[src/rtl/fan_tach_monitor_if.sv]
// Report bundle from the tach monitor to the BMC register file and power
// sequencing logic.
//
// Handshake: o_cnt_vld is a valid-only, single-cycle pulse with no ready.
// o_tach_cnt changes only in the cycle o_cnt_vld is high and then holds until
// the next pulse, so a consumer may sample it any time between pulses.
// o_fan_fail and o_any_fan_fail are level signals that settle one cycle after
// o_cnt_vld.
interface fan_tach_monitor_if #(
    parameter int FANNUMBER = 8,
    parameter int CNT_W     = 12
);
    logic [FANNUMBER*CNT_W-1:0] o_tach_cnt;
    logic                       o_cnt_vld;
    logic [FANNUMBER-1:0]       o_fan_fail;
    logic                       o_any_fan_fail;

    modport master (
        output o_tach_cnt,
        output o_cnt_vld,
        output o_fan_fail,
        output o_any_fan_fail
    );

    modport slave (
        input o_tach_cnt,
        input o_cnt_vld,
        input o_fan_fail,
        input o_any_fan_fail
    );
endinterface

[src/rtl/fan_tach_monitor.sv]
// Fan tachometer monitor: synchronises and glitch-filters each fan's tach
// line, counts filtered rising edges over 1 s windows, and raises per-fan and
// aggregate fail flags after a run of low-count windows once spin-up blanking
// has expired.
module fan_tach_monitor #(
    parameter int FANNUMBER    = 8,
    parameter int CNT_W        = 12,
    parameter int FILT_US      = 4,
    parameter int MIN_PULSES   = 20,
    parameter int FAIL_WINDOWS = 3,
    parameter int BLANK_S      = 5
) (
    input  logic                 i_clk,
    input  logic                 i_rst,
    input  logic                 i_1uSCE,
    input  logic                 i_1000mSCE,
    input  logic                 i_mon_en,
    input  logic [FANNUMBER-1:0] i_fan_tach,
    output logic [1:0]           o_mon_state,
    fan_tach_monitor_if.master   rpt
);

    typedef enum logic [1:0] {
        ST_IDLE    = 2'd0,
        ST_BLANK   = 2'd1,
        ST_MONITOR = 2'd2
    } mon_state_t;

    localparam logic [CNT_W-1:0] CNT_MAX    = '1;
    localparam logic [CNT_W-1:0] MIN_CNT    = CNT_W'(MIN_PULSES);
    localparam logic [3:0]       FILT_LIM   = 4'(FILT_US);
    localparam logic [2:0]       FAIL_LIM   = 3'(FAIL_WINDOWS);
    localparam logic [3:0]       BLANK_INIT = 4'(BLANK_S);

    logic [FANNUMBER-1:0]            sync1_q, sync2_q;
    logic [FANNUMBER-1:0]            filt_q, filt_dly_q;
    logic [FANNUMBER-1:0][3:0]       run_q;
    logic [FANNUMBER-1:0]            rise;
    logic [FANNUMBER-1:0][CNT_W-1:0] win_q, win_next, lat_q;
    logic                            vld_q;
    mon_state_t                      state_q, state_d;
    logic [3:0]                      blank_q, blank_d;
    logic                            eval_q;
    logic [FANNUMBER-1:0][2:0]       miss_q, miss_d;
    logic [FANNUMBER-1:0]            fail_q, fail_d;
    logic                            any_q;

    // Two-flop synchroniser for the asynchronous open-drain tach lines.
    always_ff @(posedge i_clk) begin
        if (i_rst) begin
            sync1_q <= '0;
            sync2_q <= '0;
        end else begin
            sync1_q <= i_fan_tach;
            sync2_q <= sync1_q;
        end
    end

    // Glitch filter: the level only flips after FILT_US consecutive
    // disagreeing 1 us samples; any agreeing sample restarts the run.
    always_ff @(posedge i_clk) begin
        if (i_rst) begin
            filt_q <= '0;
            run_q  <= '0;
        end else if (i_1uSCE) begin
            for (int n = 0; n < FANNUMBER; n++) begin
                if (sync2_q[n] == filt_q[n]) begin
                    run_q[n] <= '0;
                end else if (run_q[n] == FILT_LIM - 4'd1) begin
                    filt_q[n] <= ~filt_q[n];
                    run_q[n]  <= '0;
                end else begin
                    run_q[n] <= run_q[n] + 4'd1;
                end
            end
        end
    end

    // Delayed filtered level for rising-edge detection.
    always_ff @(posedge i_clk) begin
        if (i_rst) begin
            filt_dly_q <= '0;
        end else begin
            filt_dly_q <= filt_q;
        end
    end

    assign rise = filt_q & ~filt_dly_q;

    // Saturating per-fan count including this cycle's rise, so a pulse that
    // lands on the window strobe is folded into the closing window.
    always_comb begin
        win_next = win_q;
        for (int n = 0; n < FANNUMBER; n++) begin
            if (rise[n] && (win_q[n] != CNT_MAX)) begin
                win_next[n] = win_q[n] + CNT_W'(1);
            end
        end
    end

    // Window counters: latch and restart on the 1 s strobe, in every state.
    always_ff @(posedge i_clk) begin
        if (i_rst) begin
            win_q <= '0;
            lat_q <= '0;
            vld_q <= 1'b0;
        end else begin
            vld_q <= i_1000mSCE;
            if (i_1000mSCE) begin
                lat_q <= win_next;
                win_q <= '0;
            end else begin
                win_q <= win_next;
            end
        end
    end

    // Monitor FSM next state: disable always wins; blanking counts down on
    // 1 s strobes before monitoring starts.
    always_comb begin
        state_d = state_q;
        blank_d = blank_q;
        if (!i_mon_en) begin
            state_d = ST_IDLE;
            blank_d = '0;
        end else begin
            case (state_q)
                ST_IDLE: begin
                    if (BLANK_INIT == 4'd0) begin
                        state_d = ST_MONITOR;
                    end else begin
                        state_d = ST_BLANK;
                        blank_d = BLANK_INIT;
                    end
                end
                ST_BLANK: begin
                    if (i_1000mSCE) begin
                        if (blank_q <= 4'd1) begin
                            state_d = ST_MONITOR;
                            blank_d = '0;
                        end else begin
                            blank_d = blank_q - 4'd1;
                        end
                    end
                end
                ST_MONITOR: begin
                    state_d = ST_MONITOR;
                end
                default: begin
                    state_d = ST_IDLE;
                    blank_d = '0;
                end
            endcase
        end
    end

    // Monitor FSM state register; eval_q marks the o_cnt_vld cycle of a
    // window that closed while already monitoring.
    always_ff @(posedge i_clk) begin
        if (i_rst) begin
            state_q <= ST_IDLE;
            blank_q <= '0;
            eval_q  <= 1'b0;
        end else begin
            state_q <= state_d;
            blank_q <= blank_d;
            eval_q  <= i_1000mSCE && i_mon_en && (state_q == ST_MONITOR);
        end
    end

    // Fail evaluation: consecutive low windows saturate the miss counter and
    // set the flag; one healthy window clears both. Disable clears everything.
    always_comb begin
        miss_d = miss_q;
        fail_d = fail_q;
        if (!i_mon_en || (state_q == ST_IDLE)) begin
            miss_d = '0;
            fail_d = '0;
        end else if (eval_q) begin
            for (int n = 0; n < FANNUMBER; n++) begin
                if (lat_q[n] < MIN_CNT) begin
                    if (miss_q[n] != FAIL_LIM) begin
                        miss_d[n] = miss_q[n] + 3'd1;
                    end
                    if (miss_d[n] == FAIL_LIM) begin
                        fail_d[n] = 1'b1;
                    end
                end else begin
                    miss_d[n] = '0;
                    fail_d[n] = 1'b0;
                end
            end
        end
    end

    // Fail flag registers, aggregate flag updated in the same cycle.
    always_ff @(posedge i_clk) begin
        if (i_rst) begin
            miss_q <= '0;
            fail_q <= '0;
            any_q  <= 1'b0;
        end else begin
            miss_q <= miss_d;
            fail_q <= fail_d;
            any_q  <= |fail_d;
        end
    end

    assign rpt.o_tach_cnt     = lat_q;
    assign rpt.o_cnt_vld      = vld_q;
    assign rpt.o_fan_fail     = fail_q;
    assign rpt.o_any_fan_fail = any_q;
    assign o_mon_state        = state_q;

endmodule

[src/flat_wrapper.sv]
// flat-port wrapper written by rule: the top's interface ports become plain ports
module fan_tach_monitor_flat 
#(
    parameter int FANNUMBER    = 8,
    parameter int CNT_W        = 12,
    parameter int FILT_US      = 4,
    parameter int MIN_PULSES   = 20,
    parameter int FAIL_WINDOWS = 3,
    parameter int BLANK_S      = 5
)
  (i_clk, i_rst, i_1uSCE, i_1000mSCE, i_mon_en, i_fan_tach, o_mon_state, rpt_o_tach_cnt, rpt_o_cnt_vld, rpt_o_fan_fail, rpt_o_any_fan_fail);
  fan_tach_monitor_if #(.FANNUMBER(FANNUMBER), .CNT_W(CNT_W)) rpt_i ();
  input  logic i_clk;
  input  logic i_rst;
  input  logic i_1uSCE;
  input  logic i_1000mSCE;
  input  logic i_mon_en;
  input  logic [FANNUMBER-1:0] i_fan_tach;
  output logic [1:0] o_mon_state;
  output wire logic [$bits(rpt_i.o_tach_cnt)-1:0] rpt_o_tach_cnt;
  output wire logic [$bits(rpt_i.o_cnt_vld)-1:0] rpt_o_cnt_vld;
  output wire logic [$bits(rpt_i.o_fan_fail)-1:0] rpt_o_fan_fail;
  output wire logic [$bits(rpt_i.o_any_fan_fail)-1:0] rpt_o_any_fan_fail;
  assign rpt_o_tach_cnt = rpt_i.o_tach_cnt;
  assign rpt_o_cnt_vld = rpt_i.o_cnt_vld;
  assign rpt_o_fan_fail = rpt_i.o_fan_fail;
  assign rpt_o_any_fan_fail = rpt_i.o_any_fan_fail;
  fan_tach_monitor #(.FANNUMBER(FANNUMBER), .CNT_W(CNT_W), .FILT_US(FILT_US), .MIN_PULSES(MIN_PULSES), .FAIL_WINDOWS(FAIL_WINDOWS), .BLANK_S(BLANK_S)) u_core (.i_clk(i_clk), .i_rst(i_rst), .i_1uSCE(i_1uSCE), .i_1000mSCE(i_1000mSCE), .i_mon_en(i_mon_en), .i_fan_tach(i_fan_tach), .o_mon_state(o_mon_state), .rpt(rpt_i));
endmodule
[config.mk]
export PLATFORM = sky130hd
export DESIGN_NAME = fan_tach_monitor_flat
export DESIGN_NICKNAME = d
export VERILOG_FILES = /design/src/rtl/fan_tach_monitor_if.sv /design/src/rtl/fan_tach_monitor.sv /design/src/flat_wrapper.sv
export SDC_FILE = /design/constraint.sdc
export NUM_CORES = 1
export LEC_CHECK = 0
export CORE_MARGIN = 2
export CORE_UTILIZATION = 30
export CTS_CLUSTER_DIAMETER = 150
export DETAILED_ROUTE_END_ITERATION = 7
export GPL_TIMING_DRIVEN = 0
export PLACE_DENSITY = 0.5
export SLEW_MARGIN = 20
export SYNTH_ARGS = -nofsm -noshare
export SYNTH_HDL_FRONTEND = slang
export SYNTH_SLANG_ARGS = --single-unit
[constraint.sdc]
create_clock -name i_clk -period 1.9 [get_ports i_clk]
set_input_delay 0.38 -clock i_clk [delete_from_list [all_inputs] [get_ports i_clk]]
set_output_delay 0.38 -clock i_clk [all_outputs]
set_load 0.02 [all_outputs]
# Word level (Yosys, flattened, before mapping)
# Cells that the tools add are included.
# word_totals
regBits,297
elab_cells,262
# op_classes
n_reduce_logical,27
mux,88
bitwise_logic,20
n_addsub,25
eq_ne,44
order_cmp,9
# op_table
op,n
$mux 3,40
$add 12x1->12 const B,8
$lt 12x5->1 const B,8
$mux 12,8
$ne 12x12->1 const B,8
$mux 4,18
$add 4x1->4 const B,8
$eq 4x2->1 const B,8
$add 3x1->3 const B,8
$eq 3x2->1 const B,8
$ne 3x2->1 const B,8
$reduce_and 3->1,8
$not 1->1,18
$mux 1,16
$mux 8,2
$pmux 4 s3,1
$logic_and 1x1->1,10
$and 8x8->8,1
$eq 1x1->1,8
$not 8->8,1
$reduce_or 8->1,1
$pmux 2 s3,1
$reduce_or 2->1,3
$le 4x1->1 const B,1
10 further kinds,12

# Logic depth before layout (Yosys ltp)
# depth
depth_word,11
mapped_depth,7
depth_no_buf,7

# Least setup slack after synthesis
# Ideal clock, no wire load.
# synth_timing
kind,register -> register
startpoint,reg u_core.state_q[0] (netlist: u_core.o_mon_state[0])
endpoint,reg u_core.miss_q[0] (netlist name)
period_less_slack_ns,1.745
required_time_ns,1.835
path_stages_with_launch,7
arrival_ns,1.680
setup_slack_ns,0.155
cell_sequence,dfxtp_1 -> inv_1 -> ha_1 -> nor2b_1 -> nor2b_1 -> nand2b_1 -> nor2_1
# synth_via
elab_chain_cells,3
# synth_lines
item,line_no,rtl
"start, declared",fan_tach_monitor.sv:41,"mon_state_t state_q, state_d;"
"start signal, assigned",fan_tach_monitor.sv:165,state_q <= state_d;
$logic_not 2->1,fan_tach_monitor.sv:176,if (!i_mon_en || (state_q == ST_IDLE)) begin
$logic_or 1x1->1,fan_tach_monitor.sv:176,
$reduce_or 2->1 (no source line),-,
"end signal, assigned",fan_tach_monitor.sv:203,miss_q <= miss_d;
"end, declared",fan_tach_monitor.sv:44,"logic [FANNUMBER-1:0][2:0] miss_q, miss_d;"
# No other way between the ends.
# A chain may end at the register's enable or synchronous reset.

# Final worst setup path
# layout_timing
startpoint,reg u_core.eval_q
endpoint,reg u_core.any_q (netlist: u_core.rpt.o_any_fan_fail)
# layout_via
elab_chain_cells,3
# layout_lines
item,line_no,rtl
"start, declared",fan_tach_monitor.sv:43,logic eval_q;
"start signal, assigned",fan_tach_monitor.sv:167,eval_q <= i_1000mSCE && i_mon_en && (state_q == ST_MONITOR);
$mux 8,fan_tach_monitor.sv:179,end else if (eval_q) begin
$mux 8,fan_tach_monitor.sv:176,
$reduce_or 8->1,fan_tach_monitor.sv:205,any_q <= |fail_d;
"end signal, assigned",fan_tach_monitor.sv:205,
"end, declared",fan_tach_monitor.sv:46,logic any_q;
# No other way between the ends.

==> qor.csv <==
stage,metric,value,unit
logic_synthesis,synthArstFlopShare,0,
clock_network,ctsHoldBuffers,0,
sta,setup_viol,0,
floorplan,start_util,0.306,
sta,hold_viol_final,0,
clock_network,clock-sinks,297,
global_routing,overflow,0,
clock_network,cts_made_buffers,35,
clock_network,htreeDepth,2,
logic_synthesis,synth_edf_count,0,
critical_path,worst-path-max-fanout,10,
routing,ant_nets,0,
sta,min_period,1.88,ns
logic_synthesis,syn-num-nets,1442,
place,dpl_cell_area,14400,um^2
logic_synthesis,netlist_top_cells_area,"dfxtp_1 47%, nor2_1 6.8%, a211oi_1 3.8%, xor2_1 3.7%, nand2_1 3.0%",
critical_path,cp-start-kind,flop,
finish,finalInstanceArea,15800,um^2
routing,routed-via-count,10500,
sta,max_slew_margin,0.466,
worst_hold_path,min_path_type,in -> reg,
power_and_ir_drop,comb_power_share,0.057,
power_and_ir_drop,power_switching_share,0.234,
sta,drv_slew,0,
power_and_ir_drop,p_sw,3.18,mW
floorplan,die_w,209,um
place,dpl.hpwl,26300,um
global_routing,grt_max_degree,13,
logic_synthesis,synth_common_cells,"297 x dfxtp_1, 227 x nor2_1, 100 x nand2_1, 68 x o21ai_0, 63 x a211oi_1",
finish,fin_nets,1608,
power_and_ir_drop,seqPwrFrac,0.469,
routing,wl_per_cell,17.3,um
clock_network,cts_buffer_depth,3,
finish,antenna_cells,0,
logic_synthesis,synthCells,1400,
logic_synthesis,post-synth-top-area-fraction,0.474,
place,place_ws,-1.09,ns
power_and_ir_drop,p_int,10.5,mW
global_routing,grt.total_usage,0.166,
routing,drtIter0Drc,500,
logic_synthesis,synth_top_area_cell,dfxtp_1,
logic_synthesis,yosysWarnings,0,
job,cap_viol_max_count,0,
critical_path,path_class,reg -> reg,
clock_network,cts_root_buffer,clkbuf_16,
place,gp_congestion,0.833,
critical_path,setup.worst_path.end_class,flop,
sta,setup_ws,0.0206,ns
global_routing,grtUsageMet3,0.0254,
logic_synthesis,syn_avg_cell_area,8.96,um^2
logic_synthesis,ys_ff_latch,297,
critical_path,cp.required,2.29,ns
floorplan,core,41000,um^2
global_routing,top_usage_layer,met2,
sta,finClkSkew,0.0159,ns
floorplan,rows,74,
sta,worstMarginPinSlew,0.800,ns
floorplan,die_area,43500,um^2
logic_synthesis,synth.most_common_cell,dfxtp_1,
power_and_ir_drop,p_clk_frac,0.474,
power_and_ir_drop,pwr_density_cell,864,nW/um^2
place,io_buffer_count,118,
critical_path,cp.arrival,2.27,ns
clock_network,cts_tree,yes,
sta,fin_setup_tns,0,ns
global_routing,grt_pass1_wl,57600,um
power_and_ir_drop,power,13.6,mW
global_routing,antenna_found_initial,2,
clock_network,clk_latency,0.51,ns
critical_path,cp-startpoint,u_core.eval_q$_SDFF_PP0_,
power_and_ir_drop,power_leakage,6.27,nW
finish,fin_util,0.385,
outcome,status,completed,
sta,min_period_over_period,0.989,
finish,syn_to_final_growth,25.8,%
logic_synthesis,syn-cell-area,12500,um^2
sta,rsz0062_at_grt,true,
routing,dr.pass1.iters,6,
routing,wirelength,36600,um
sta,max_freq,0.532,GHz
power_and_ir_drop,vdd_ir_drop_max,0.000494,V
clock_network,path_clk_slew,0.06,ns
logic_synthesis,synth-seq-area-share,0.474,
routing,drc,0,
worst_hold_path,min_from,i_fan_tach[6],
global_routing,use_met2,0.266,
global_routing,grt_pass1_vias,10200,
floorplan,dieHeight,209,um
logic_synthesis,ys.flop_type,dfxtp_1,
routing,viasPerCell,4.95,
finish,final_layout_size_suffix_gt1_frac,0.0844,
global_routing,grt_use_met1,0.234,
logic_synthesis,synth_cell_types,69,
floorplan,pin_count,121,
critical_path,r2r_start,u_core.eval_q$_SDFF_PP0_,
[cells by family after synthesis]
| family | share of synthesized area |
|---|---|
| muxes | 0.0264 |
| DFF | 0.474 |
| xor gates and xnor gates | 0.0593 |
| and+or+nand+nor | 0.250 |
| buffers and inverters | 0.0327 |
| adders and majority gates | 0.0289 |
| AOI/OAI and AO/OA | 0.129 |
[stage by stage]
stage / std cells / hold slack [ns]
2_1_floorplan: 1400 / 0.414
3_3_place_gp: 2050 / 0.422
3_5_place_dp: 2050 / 0.425
4_1_cts: 2111 / 0.409
5_1_grt: 2119 / 0.434
6_report: 2119 / 0.427
[routing by layer]
| metal | part of all wire | wire length [um] | vias to the layer above |
|---|---|---|---|
| li1 | - | - | 5285 |
| met1 | 0.50 | 18200 | 4938 |
| met2 | 0.44 | 16100 | 216 |
| met3 | 0.041 | 1500 | 46 |
| met4 | 0.021 | 762 | 0 |
| met5 | 0 | 0 | - |
[final cells by class]
type	instances	area, um^2
clock buffer	53	1040
fill	4192	25200
timing repair buffer	129	1270
inverter	31	120
buffer	64	320
multi-input combinational	1008	6370
sequential	297	5950
tap	532	666
clock inverter	5	53.8
[worst paths after layout]
| kind | end | slack (ns) | cells past startpoint |
|---|---|---|---|
| max | u_core.rpt.o_any_fan_fail$_SDFF_PP0_ | 0.02 | 7 |
| min | u_core.sync1_q[6]$_SDFF_PP0_ | 0.43 | 2 |
| max reg2reg | u_core.rpt.o_any_fan_fail$_SDFF_PP0_ | 0.02 | 7 |
| min reg2reg | u_core.sync2_q[0]$_SDFF_PP0_ | 0.43 | 1 |
[flip-flops by register name, indices dropped and copies added (netlist names)]
name,count
u_core.rpt.o_tach_cnt,96
u_core.win_q,96
u_core.run_q,32
u_core.miss_q,24
u_core.filt_dly_q,8
u_core.filt_q,8
u_core.rpt.o_fan_fail,8
u_core.sync1_q,8
u_core.sync2_q,8
u_core.blank_q,4
u_core.o_mon_state,2
u_core.eval_q,1
u_core.rpt.o_any_fan_fail,1
u_core.rpt.o_cnt_vld,1
[worst max-delay path: stages, from the launching register on]
cell	delay, ns
dfxtp_1	0.44
buf_6	0.19
clkinvlp_4	0.09
buf_4	0.19
a31oi_4	0.30
o22ai_1	0.16
nor4_1	0.29
o2bb2ai_1	0.09
[power groups by stage]
stage	Combinational, mW	Sequential [mW]	Clock, mW
after floorplan	0.352	6.58	0
after global placement	0.784	6.53	0
after detailed placement	0.788	6.53	0
after CTS	0.783	6.39	6.62
after global routing	0.847	6.40	6.85
final	0.776	6.39	6.47
[timing repair]
item | in CTS | in global routing
buffers inserted | 3 | 8
pin swaps | 3 | 8
endpoints found under the setup margin | 151 | 135
resized for setup | 81 | 51
[placed cells by master, fill, tap and decap left out, drive strengths merged, types with 6 or more instances in the layout]
cell type	synthesis	final
o311ai	10	10
mux2i	23	23
nand3	46	46
dlymetal6s2s	0	28
a31oi	9	9
nor4b	13	13
mux2	9	9
inv	31	30
nor3b	11	11
nor4	12	12
and2	9	9
nand2b	27	27
nand4	33	33
clkdlybuf4s50	0	40
clkbuf	48	103
a211oi	64	64
buf	16	25
nand2	100	100
xor2	53	53
nor2b	42	42
o21ai	71	71
ha	29	29
and3	29	29
a21oi	49	49
nand4b	6	6
xnor2	32	32
and4	13	13
a21o	6	6
nor2	227	227
nor3	25	25
dfxtp	297	297
dlygate4sd2	0	50
Note: power is estimated with default switching activity, not from simulation.
